[src/rtl/interface_input.sv]
// Host-side command unpacker for the CORDIC core: buffers 32-bit command words in a
// two-entry FIFO, folds rotation angles into [-90, +90] degrees and flags the x negation.
module interface_input #(
    parameter int                     INPUT_WIDTH      = 16,
    parameter int                     INPUT_INT_WIDTH  = 7,
    parameter int                     INPUT_FRAC_WIDTH = 8,
    parameter int                     FLIP_FLAG_WIDTH  = 1,
    parameter logic [INPUT_WIDTH-1:0] ROT_X_INIT       = 16'h0100,
    parameter int                     FIFO_DEPTH       = 2
) (
    input  logic                       clk,
    input  logic                       rst_n,
    input  logic [31:0]                in_interface,
    input  logic                       arctan_en_interface,
    input  logic                       valid_in_interface,
    output logic                       ready_in_interface,
    output logic [INPUT_WIDTH-1:0]     degree_in,
    output logic [INPUT_WIDTH-1:0]     x_in,
    output logic [INPUT_WIDTH-1:0]     y_in,
    output logic [FLIP_FLAG_WIDTH-1:0] flip_in,
    output logic                       arctan_en_in,
    output logic                       valid_in,
    input  logic                       core_ready
);

    // One guard bit above the operand so 180 - d cannot overflow before truncation.
    localparam int FOLD_WIDTH = INPUT_INT_WIDTH + INPUT_FRAC_WIDTH + 2;
    localparam int PTR_WIDTH  = 1;
    localparam int CNT_WIDTH  = 2;

    localparam logic signed [FOLD_WIDTH-1:0] HALF_TURN    = FOLD_WIDTH'(180 << INPUT_FRAC_WIDTH);
    localparam logic signed [FOLD_WIDTH-1:0] QUARTER_TURN = FOLD_WIDTH'(90 << INPUT_FRAC_WIDTH);

    typedef struct packed {
        logic [INPUT_WIDTH-1:0]     degree;
        logic [INPUT_WIDTH-1:0]     x;
        logic [INPUT_WIDTH-1:0]     y;
        logic [FLIP_FLAG_WIDTH-1:0] flip;
        logic                       arctan_en;
    } entry_t;

    entry_t                 fifo_mem_reg [FIFO_DEPTH];
    entry_t                 head_reg;
    entry_t                 head_next;
    entry_t                 conv_word;
    logic [PTR_WIDTH-1:0]   wr_ptr_reg;
    logic [PTR_WIDTH-1:0]   wr_ptr_next;
    logic [PTR_WIDTH-1:0]   rd_ptr_reg;
    logic [PTR_WIDTH-1:0]   rd_ptr_next;
    logic [CNT_WIDTH-1:0]   count_reg;
    logic [CNT_WIDTH-1:0]   count_next;
    logic                   ready_reg;
    logic                   ready_next;
    logic                   valid_reg;
    logic                   valid_next;
    logic                   push;
    logic                   pop;
    logic [FIFO_DEPTH-1:0]  slot_we;
    logic signed [FOLD_WIDTH-1:0] angle_ext;

    // Word conversion: vectoring passes x/y straight through, rotation folds the angle.
    always_comb begin
        conv_word           = '0;
        angle_ext           = {{(FOLD_WIDTH-INPUT_WIDTH){in_interface[INPUT_WIDTH-1]}},
                               in_interface[INPUT_WIDTH-1:0]};
        conv_word.arctan_en = arctan_en_interface;
        if (arctan_en_interface) begin
            conv_word.x = in_interface[INPUT_WIDTH-1:0];
            conv_word.y = in_interface[2*INPUT_WIDTH-1:INPUT_WIDTH];
        end else begin
            conv_word.x = ROT_X_INIT;
            if (angle_ext > QUARTER_TURN) begin
                conv_word.degree = INPUT_WIDTH'(HALF_TURN - angle_ext);
                conv_word.flip   = FLIP_FLAG_WIDTH'(1);
            end else if (angle_ext < -QUARTER_TURN) begin
                conv_word.degree = INPUT_WIDTH'(-HALF_TURN - angle_ext);
                conv_word.flip   = FLIP_FLAG_WIDTH'(1);
            end else begin
                conv_word.degree = in_interface[INPUT_WIDTH-1:0];
            end
        end
    end

    always_comb begin
        push        = valid_in_interface & ready_reg;
        pop         = valid_reg & core_ready;
        count_next  = count_reg + CNT_WIDTH'(push) - CNT_WIDTH'(pop);
        wr_ptr_next = wr_ptr_reg + PTR_WIDTH'(push);
        rd_ptr_next = rd_ptr_reg + PTR_WIDTH'(pop);
        ready_next  = (count_next < CNT_WIDTH'(FIFO_DEPTH));
        valid_next  = (count_next != '0);
        // The new head is the incoming word whenever it lands in the slot being read next.
        head_next   = head_reg;
        if (valid_next) begin
            if (push && (wr_ptr_reg == rd_ptr_next)) begin
                head_next = conv_word;
            end else begin
                head_next = fifo_mem_reg[rd_ptr_next];
            end
        end
    end

    generate
        for (genvar gi = 0; gi < FIFO_DEPTH; gi++) begin : g_slot_we
            assign slot_we[gi] = push && (wr_ptr_reg == PTR_WIDTH'(gi));
        end
    endgenerate

    // Storage needs no reset: entries are only read once count says they are live.
    always_ff @(posedge clk) begin
        for (int i = 0; i < FIFO_DEPTH; i++) begin
            if (slot_we[i]) begin
                fifo_mem_reg[i] <= conv_word;
            end
        end
    end

    always_ff @(posedge clk) begin
        if (!rst_n) begin
            count_reg  <= '0;
            wr_ptr_reg <= '0;
            rd_ptr_reg <= '0;
            ready_reg  <= 1'b0;
            valid_reg  <= 1'b0;
            head_reg   <= '0;
        end else begin
            count_reg  <= count_next;
            wr_ptr_reg <= wr_ptr_next;
            rd_ptr_reg <= rd_ptr_next;
            ready_reg  <= ready_next;
            valid_reg  <= valid_next;
            head_reg   <= head_next;
        end
    end

    assign ready_in_interface = ready_reg;
    assign valid_in           = valid_reg;
    assign degree_in          = head_reg.degree;
    assign x_in               = head_reg.x;
    assign y_in               = head_reg.y;
    assign flip_in            = head_reg.flip;
    assign arctan_en_in       = head_reg.arctan_en;

endmodule

[config.mk]
export PLATFORM = sky130hd
export DESIGN_NAME = interface_input
export DESIGN_NICKNAME = d
export VERILOG_FILES = /design/src/rtl/interface_input.sv
export SDC_FILE = /design/constraint.sdc
export NUM_CORES = 1
export LEC_CHECK = 0
export CORE_MARGIN = 8
export CORE_UTILIZATION = 55
export DETAILED_ROUTE_END_ITERATION = 8
export HOLD_SLACK_MARGIN = 0.12
export MAX_ROUTING_LAYER = met4
export PLACE_DENSITY = 0.82
export SLEW_MARGIN = 20
export SYNTH_ARGS = -nofsm -noshare
export SYNTH_HDL_FRONTEND = slang
export SYNTH_SLANG_ARGS = --single-unit
[constraint.sdc]
create_clock -name clk -period 2.9 [get_ports clk]
set_input_delay 0.58 -clock clk [delete_from_list [all_inputs] [get_ports clk]]
set_output_delay 0.58 -clock clk [all_outputs]
set_load 0.02 [all_outputs]
Word-level counts from Yosys, hierarchy flattened
Memory sizes are Yosys's and may differ from the RTL's.
Cells that the tools add are included.
{"block": "classes", "n_mux": 16, "bitwise_logic": 3, "n_reduce_logical": 5, "addsub": 6, "order_cmp": 3, "eq_ne": 1}
{"operator": "50-bit two-way mux", "n": 2}
{"operator": "16-bit two-way mux", "n": 5}
{"operator": "50-bit OR reduction", "n": 1}
{"operator": "16-bit subtractor, first input constant", "n": 2}
{"operator": "16-bit greater-than comparator, second input constant", "n": 1}
{"operator": "16-bit < comparator, second input constant", "n": 1}
{"operator": "1-bit two-way mux", "n": 9}
{"operator": "1-bit logical AND", "n": 3}
{"operator": "1-bit adder", "n": 2}
{"operator": "2-bit by 1-bit adder with 2-bit output", "n": 1}
{"operator": "1-bit AND", "n": 2}
{"operator": "2-bit < comparator, second input constant", "n": 1}
{"operator": "2-bit nonzero test", "n": 1}
{"operator": "2-bit by 1-bit subtractor with 2-bit output", "n": 1}
{"operator": "1-bit equality test", "n": 1}
{"operator": "1-bit NOT", "n": 1}
{"block": "totals", "elab_cells": 45, "in_bits": 37, "memories": 1, "ff_bits": 56, "out_inout_bits": 52, "ram_bits": 100}
{"name": "fifo_mem_reg", "depth": 2, "word_bits": 50, "rd": 1, "rd_clocked_by_memory_dff": 0, "wr": 1, "line": "42", "text": "entry_t fifo_mem_reg [FIFO_DEPTH];"}

Longest topological paths before layout
Gate-level depths: netlist (run 1).
{"block": "depth", "word_depth": 6, "ltp_mapped": 12, "ltp_nobuf": 10}

Worst setup path after synthesis (run 1)
OpenSTA, ideal clock, no wires.
{"block": "synth_path", "path_type": "input port to flip-flop", "from": "input port core_ready", "to": "register head_reg, in the netlist degree_in[6]", "n_path_buf": 2, "slack_ps": 298, "stages": 12, "arrival_ps": 2465, "cell_sequence": "and2_1 -> clkbuf_1 -> ha_1 -> inv_1 -> ha_1 -> xnor3_1 -> nand2_1 -> nand2_1 -> clkbuf_1 -> inv_1 -> nand2_1 -> o221ai_1"}
{"block": "synth_via", "elab_chain_cells": 5, "elab_cells_between_ends": 8}
{"element": "start, declared", "line": "23", "text": "input logic core_ready"}
{"element": "1-bit AND *", "line": "86", "text": "pop = valid_reg & core_ready;"}
{"element": "1-bit adder", "line": "89", "text": "rd_ptr_next = rd_ptr_reg + PTR_WIDTH'(pop);"}
{"element": "1-bit equality test", "line": "95", "text": "if (push && (wr_ptr_reg == rd_ptr_next)) begin"}
{"element": "1-bit logical AND", "line": "95"}
{"element": "50-bit two-way mux", "line": "95"}
{"element": "end signal, assigned", "line": "132", "text": "head_reg <= head_next;"}
{"element": "end, declared", "line": "43", "text": "entry_t head_reg;"}
Mark *: on every way between the ends. The rest lies on a longest branch, timed or not.
A chain may end at the register's enable or synchronous reset.

==> results of run 1 <==
==> cell families after synthesis <==
family	share of synthesized area, %
adder cells (fa/ha/maj)	0.9268
AO/OA/AOI/OAI	11.51
multiplexers	7.563
buffers and inverters	3.170
flip-flops	61.09
AND/OR/NAND/NOR	13.44
XOR/XNOR	2.298
==> power groups by stage <==
stage	combinational, mW	clock, mW	sequential, mW
floorplan	1.80	0	3.24
global placement	3.37	0	3.00
detailed placement	3.43	0	3.02
CTS	3.46	2.43	2.98
global route	3.72	2.51	3.02
finish	3.44	2.40	2.98
==> layer usage <==
layer  up-vias  global-route usage [%]  routed length [um]
met4         0                   9.237                 459
met5         -                       -                   0
met3        33                   5.698                1090
met2       189                   35.47                8085
met1      2422                   24.98                6850
li1       2336                       -                   -
==> path summary, 6_finish.rpt <==
path	startpoint	end	slack (ns)	depth (start not counted)
max reg2reg	valid_in	degree_in[4]	0.65	9
min	degree_in[13]	degree_in[13]	0.45	2
min reg2reg	degree_in[13]	degree_in[13]	0.45	2
max	in_interface[0]	fifo_mem_reg[1][40]	0.14	9
==> worst register-to-register path: cells and delay by family (launching register included) <==
family | cells | cell delay [ns]
fa+ha+maj | 2 | 0.43
simple gates | 4 | 0.86
flops | 1 | 0.31
xor+xnor | 1 | 0.26
compound gates | 1 | 0.24
buf+inv | 1 | 0.05
==> metrics by stage <==
stage / TNS (ns) / setup WS (ns) / instances / hold slack (ns)
global placement: -3.517 / -0.1638 / 821 / 0.4352
finish: 0 / 0.1390 / 853 / 0.4455
detailed placement: -6.010 / -0.2306 / 821 / 0.4356
floorplan: 0 / 0.2976 / 582 / 0.5169
CTS: 0 / 0.1789 / 853 / 0.4510
global route: 0 / 0.06769 / 853 / 0.4737
==> cells in the final DEF, fill, tap and decap left out, types with 7 or more instances in the layout <==
| master | instances |
|---|---|
| o221ai_1 | 7 |
| dfxtp_1 | 56 |
| clkbuf_16 | 18 |
| mux2i_1 | 51 |
| and2_1 | 36 |
| nor3_1 | 11 |
| nor2_1 | 31 |
| nand2_1 | 87 |
| a21oi_1 | 45 |
| buf_4 | 39 |
| edfxtp_1 | 100 |
| xnor2_1 | 7 |
| clkdlybuf4s50_1 | 87 |
| inv_1 | 11 |
| o211ai_1 | 36 |
==> area by class of cell <==
type	instances	area, um2
clock buffer	26	520.5
clock inverter	6	128.9
fill	820	3309
inverter	12	45.04
multi-input combinational	374	2431
sequential	156	4124
tap	147	183.9
timing repair buffer	132	1269
==> metrics.md, run 1 <==
| Metric | Value |
|---|---|
| Core Util, Final | 72.45% |
| RSZ-0062 raised after global routing | false |
| CTS Sinks | 156 |
| Dpl hpwl | 11340 um |
| Initial antenna violation count | 0 |
| Yosys top cell by area | edfxtp_1 |
| Final hold violations | 0 |
| Gpl congestion | 0.9293 |
| Clock Latency Late Sink | 0.42 ns |
| DRT Wirelength | approximately 16000 um |
| Netlist cell types | 53 |
| Largest net degree at the start of global routing | 39 |
| Post-synth EDFFs | 100 |
| Switching portion of total power | between 30% and 40% |
| Final worst-path cycle share | 95.21% |
| CP Launch Type | primary input |
| Die H | 126.8 um |
| Slew headroom | a little under three fifths |
| Die area | around 16000 um2 |
| Peak supply drop | 0.0006622 V |
| Cell Rows | 40 |
| Max Cap Viol | 0 |
| Worst hold path class | flip-flop to flip-flop |
| Vias in the first global route | ~5k |
| Ys flop type | edfxtp_1 |
| Total power | 8.821 mW |
| YS warnings | 0 |
| Remaining antenna violation count | 0 |
| Die Width | 126.8 um |
| NetSw | 2.932 mW |
| CP endpoint kind | flip-flop |
| H-tree depth | 4 |
| CP max stage delay | between 0.5 and 0.6 ns |
| Area Overhead vs Synth | 28.92% |
| Average cell area after synthesis | 11.60 um2 |
| CP top delay family | simple AND/OR/NAND/NOR gates |
| Status | complete, no violations |
| Critical Path RT | 3.07 ns |
| Synth Register Bits | 156 |
| Cells after Synth | 582 |
| Grt ovf | 0 |
| Clk pwr share | 27.2% |
| Hold_buf cts | 0 |
| Leakage | 3.437 nW |
| Setup Fix Bufs, Post-CTS | 0 |
| First-pass GRT wire length | approximately 27000 um |
| Via density | about 5.8 |
| Port Buffers | 88 |
| DR WL/cell | just under 20 um |
| Sequential power share | 33.8% |
| CP Data Arrival Time | around 2.9 ns |
| Top cell type's share of synthesized area | approximately 44% |
| DRT iter0 DRCs | 391 |
| Via count | 4980 |
| Final cell area excluding filler cells | about 8700 um2 |
| Worst-margin pin slew | roughly 0.66 ns |
| Final Slew Violations | 0 |
| Inserted Clock Buffers | 17 |
| PostCTS Resize Cnt | 0 |
| Worst-path clk slew | 0.06 ns |
| Total Routing Usage GR | 21.71% |
| Drc violations | 0 |
| Cell Area, Placed | 8053 um2 |
| Max reg flops | 100 |
| Post-layout min period | around 2.8 ns |
| Seq/Total Area, Yosys | 61.09% |
| Ratio of cells with drive above 1 in the final layout | 12.18% |
| Drt first pass iters | 7 |
| F_max | 362.2 MHz |
| CTS Buffer Depth | 2 |
| Combinational group share of total power | roughly 39% |
| Io pins | 89 |
| N_diodes | 0 |
| Initial Util | 56.20% |
| Nets | approximately 740 |
| Synth top area cells | edfxtp_1, dfxtp_1, mux2i_1 |
| Final setup viols | 0 |
| WP buf/inv | 2 |
| Critical path's slowest cell | or3b_2 |
| CP most frequent cell | nor2_1 |
| Synth async-reset ratio | 0% |
| P_int | 5.889 mW |
| Most common cell in the netlist | edfxtp_1 |
| Syn_nets | 624 |
| CP max FO | 12 |
| CORE AREA | 12010 um2 |
| CTS tree | yes |
| CTS root buf | clkbuf_16 |
| Setup Skew | 0.01304 ns |
| Cell Area, Synth | 6750 um2 |
| Top post-synthesis cells by count | edfxtp_1, nand2_1, dfxtp_1, mux2i_1, a21oi_1 |
| Kind of critical path | primary input to flip-flop |
| Cell Pwr Density | 1014 nW/um2 |
| Worst-path cell chain | clkdlybuf4s50_1 -> inv_1 -> ha_1 -> or3b_2 -> nor4_4 -> o21a_4 -> nor2_1 -> xnor2_1 -> nor2_1 |
Note: power is estimated with default switching activity, not from simulation.
==> run 2, diff against run 1 <==
--- a/config.mk
+++ b/config.mk
@@ -6,11 +6,12 @@
 export NUM_CORES = 1
 export LEC_CHECK = 0
 export CORE_MARGIN = 8
-export CORE_UTILIZATION = 55
+export CORE_UTILIZATION = 50
+export CTS_BUF_LIST = sky130_fd_sc_hd__clkbuf_16
 export DETAILED_ROUTE_END_ITERATION = 8
 export HOLD_SLACK_MARGIN = 0.12
 export MAX_ROUTING_LAYER = met4
-export PLACE_DENSITY = 0.82
+export PLACE_DENSITY = 0.78
 export SLEW_MARGIN = 20
 export SYNTH_ARGS = -nofsm -noshare
 export SYNTH_HDL_FRONTEND = slang
==> constraint.sdc (replaced) <==
create_clock -name clk -period 2.3 [get_ports clk]
set_input_delay 0.46 -clock clk [delete_from_list [all_inputs] [get_ports clk]]
set_output_delay 0.46 -clock clk [all_outputs]
set_load 0.02 [all_outputs]
==> metrics.md, run 2 (synthesized netlist as in run 1, its figures left out) <==
| Metric | Value |
|---|---|
| WP buf/inv | 2 |
| Remaining antenna violation count | 0 |
| CP top delay family | simple AND/OR/NAND/NOR gates |
| DRT iter0 DRCs | 384 |
| Peak supply drop | 0.0007206 V |
| Hold Slack | approximately 0.44 ns |
| Final setup viols | 0 |
| Total Routing Usage GR | between 10% and 20% |
| Io pins | 89 |
| Final hold violations | 0 |
| Port Buffers | a little under 90 |
| Commonest non-fill, non-tap cell in the layout | edfxtp_1 |
| Max Cap Viol | 0 |
| CP max FO | 7 |
| Final worst-path cycle share | 97.42% |
| Ratio of cells with drive above 1 in the final layout | 18.08% |
| Post-route setup slack | 0.05938 ns |
| Worst-path clk slew | 0.06 ns |
| Kind of critical path | primary input to flip-flop |
| Via density | roughly 5.6 |
| CTS root buf | clkbuf_16 |
| Fillcell total | 950 |
| Nets | 759 |
| RSZ-0062 raised after global routing | true |
| Initial antenna violation count | 0 |
| Clock Latency Late Sink | 0.42 ns |
| Worst-margin pin slew | 0.4981 ns |
| Post-layout min period | 2.241 ns |
| H-tree depth | 4 |
| Worst-path cell chain | clkdlybuf4s50_1 -> nand2_2 -> ha_4 -> inv_1 -> ha_2 -> xnor3_1 -> nand2_2 -> nand2_2 -> or3_4 -> o221ai_1 |
| Reg area | 4124 um2 |
| CP endpoint kind | flip-flop |
| Vias in the first global route | around 5.3k |
| F_max | 446.3 MHz |
| DRT Wirelength | 16790 um |
| CP most frequent cell | nand2_2 |
| Die H | 132.2 um |
| CP Data Arrival Time | 2.57 ns |
| DR WL/cell | 18.53 um |
| CORE AREA | 13190 um2 |
| Critical path's slowest cell | clkdlybuf4s50_1 |
| Die area | roughly 17000 um2 |
| Inst Count DP | between 800 and 900 |
| Area Overhead vs Synth | 33.40% |
| CTS Sinks | between 150 and 200 |
| Multi-input logic area | about 2500 um2 |
| Max reg flops | 100 |
| Dpl hpwl | 11700 um |
| Drc violations | 0 |
| CTS Buffer Depth | 2 |
| Gpl congestion | 0.9894 |
| CP Launch Type | primary input |
| Worst hold path class | flip-flop to flip-flop |
| Via count | 5080 |
| CTS tree | yes |
| First-pass GRT wire length | 27010 um |
| Post-Layout Cell Count | about 900 |
| Final Slew Violations | 0 |
| Initial Util | around half |
| Status | complete, no violations |
| N_diodes | 0 |
| Grt ovf | 0 |
| Setup Skew | 0.004666 ns |
| Dpl ws | -0.6129 ns |
| Largest net degree at the start of global routing | 43 |
| CP max stage delay | 0.49 ns |
| Critical Path RT | 2.63 ns |
| Slew headroom | 66.76% |
| Inserted Clock Buffers | 17 |
| Leakage | approximately 3.5 nW |
| Drt first pass iters | 6 |
| Cell Rows | 42 |
| Die Width | 132.2 um |
| Most frequent cells in the layout | edfxtp_1, nand2_1, clkdlybuf4s50_1 |
| Cell Pwr Density | 1225 nW/um2 |
-- run 2: report_power, final --
part	total [mW]	leakage (nW)	internal, mW	switching [mW]
Combinational	4.53	1.88	2.00	2.53
Sequential	3.75	1.39	3.54	0.214
Clock	2.75	0.272	1.68	1.07
Total	11.0	3.55	7.21	3.82
-- run 2: stage by stage --
| stage | utilization [%] | setup TNS (ns) | total power [mW] | area [um2] |
|---|---|---|---|---|
| after floorplan | - | -4.244 | 6.383 | 6782 |
| after global placement | 63.26 | -33.92 | 8.094 | 8344 |
| after CTS | 67.76 | 0 | 11.01 | 8937 |
| final | 68.27 | 0 | 11.03 | 9005 |
| after detailed placement | 63.26 | -36.27 | 8.236 | 8344 |
| after global routing | 68.27 | -0.1368 | 11.60 | 9005 |
-- run 2: layout make-up --
class | count | area share (%)
clock buffer | 17 | 4.724
multi-input combinational | 374 | 28.08
clock inverter | 15 | 1.737
timing repair buffer | 156 | 16.72
inverter | 12 | 0.5002
tap | 176 | 2.445
sequential | 156 | 45.80
-- run 2: final timing paths --
check,startpoint,endpoint,slack (ns),cells after the start
worst max-delay path,valid_in_interface,degree_in[4],0.06,10
worst min register to register,degree_in[13],degree_in[13],0.44,2
worst min-delay path,degree_in[13],degree_in[13],0.44,2
worst max register to register,valid_in,degree_in[4],0.19,9
-- run 2: what timing repair did --
| item | CTS | global route |
|---|---|---|
| pin swaps | 5 | 2 |
| resized for setup | 8 | 14 |
| buffers inserted | 1 | 1 |
| hold buffers | 0 | 0 |
| endpoints found under the setup margin | 42 | 51 |
-- run 2: per-layer routing --
layer | global-route usage, % | part of all wire, %
met1 | 22.92 | 42
met2 | 32.29 | 50
met3 | 5.526 | 6.0
met4 | 8.328 | 2.5
met5 | - | 0
-- run 2: worst register-to-register path, delay by kind of cell, from the launching register on --
kind	cells	cell delay (ns)
compound gates	1	0.20
xor+xnor	1	0.23
fa+ha+maj	2	0.34
buf+inv	1	0.05
flops	1	0.36
simple gates	4	0.84
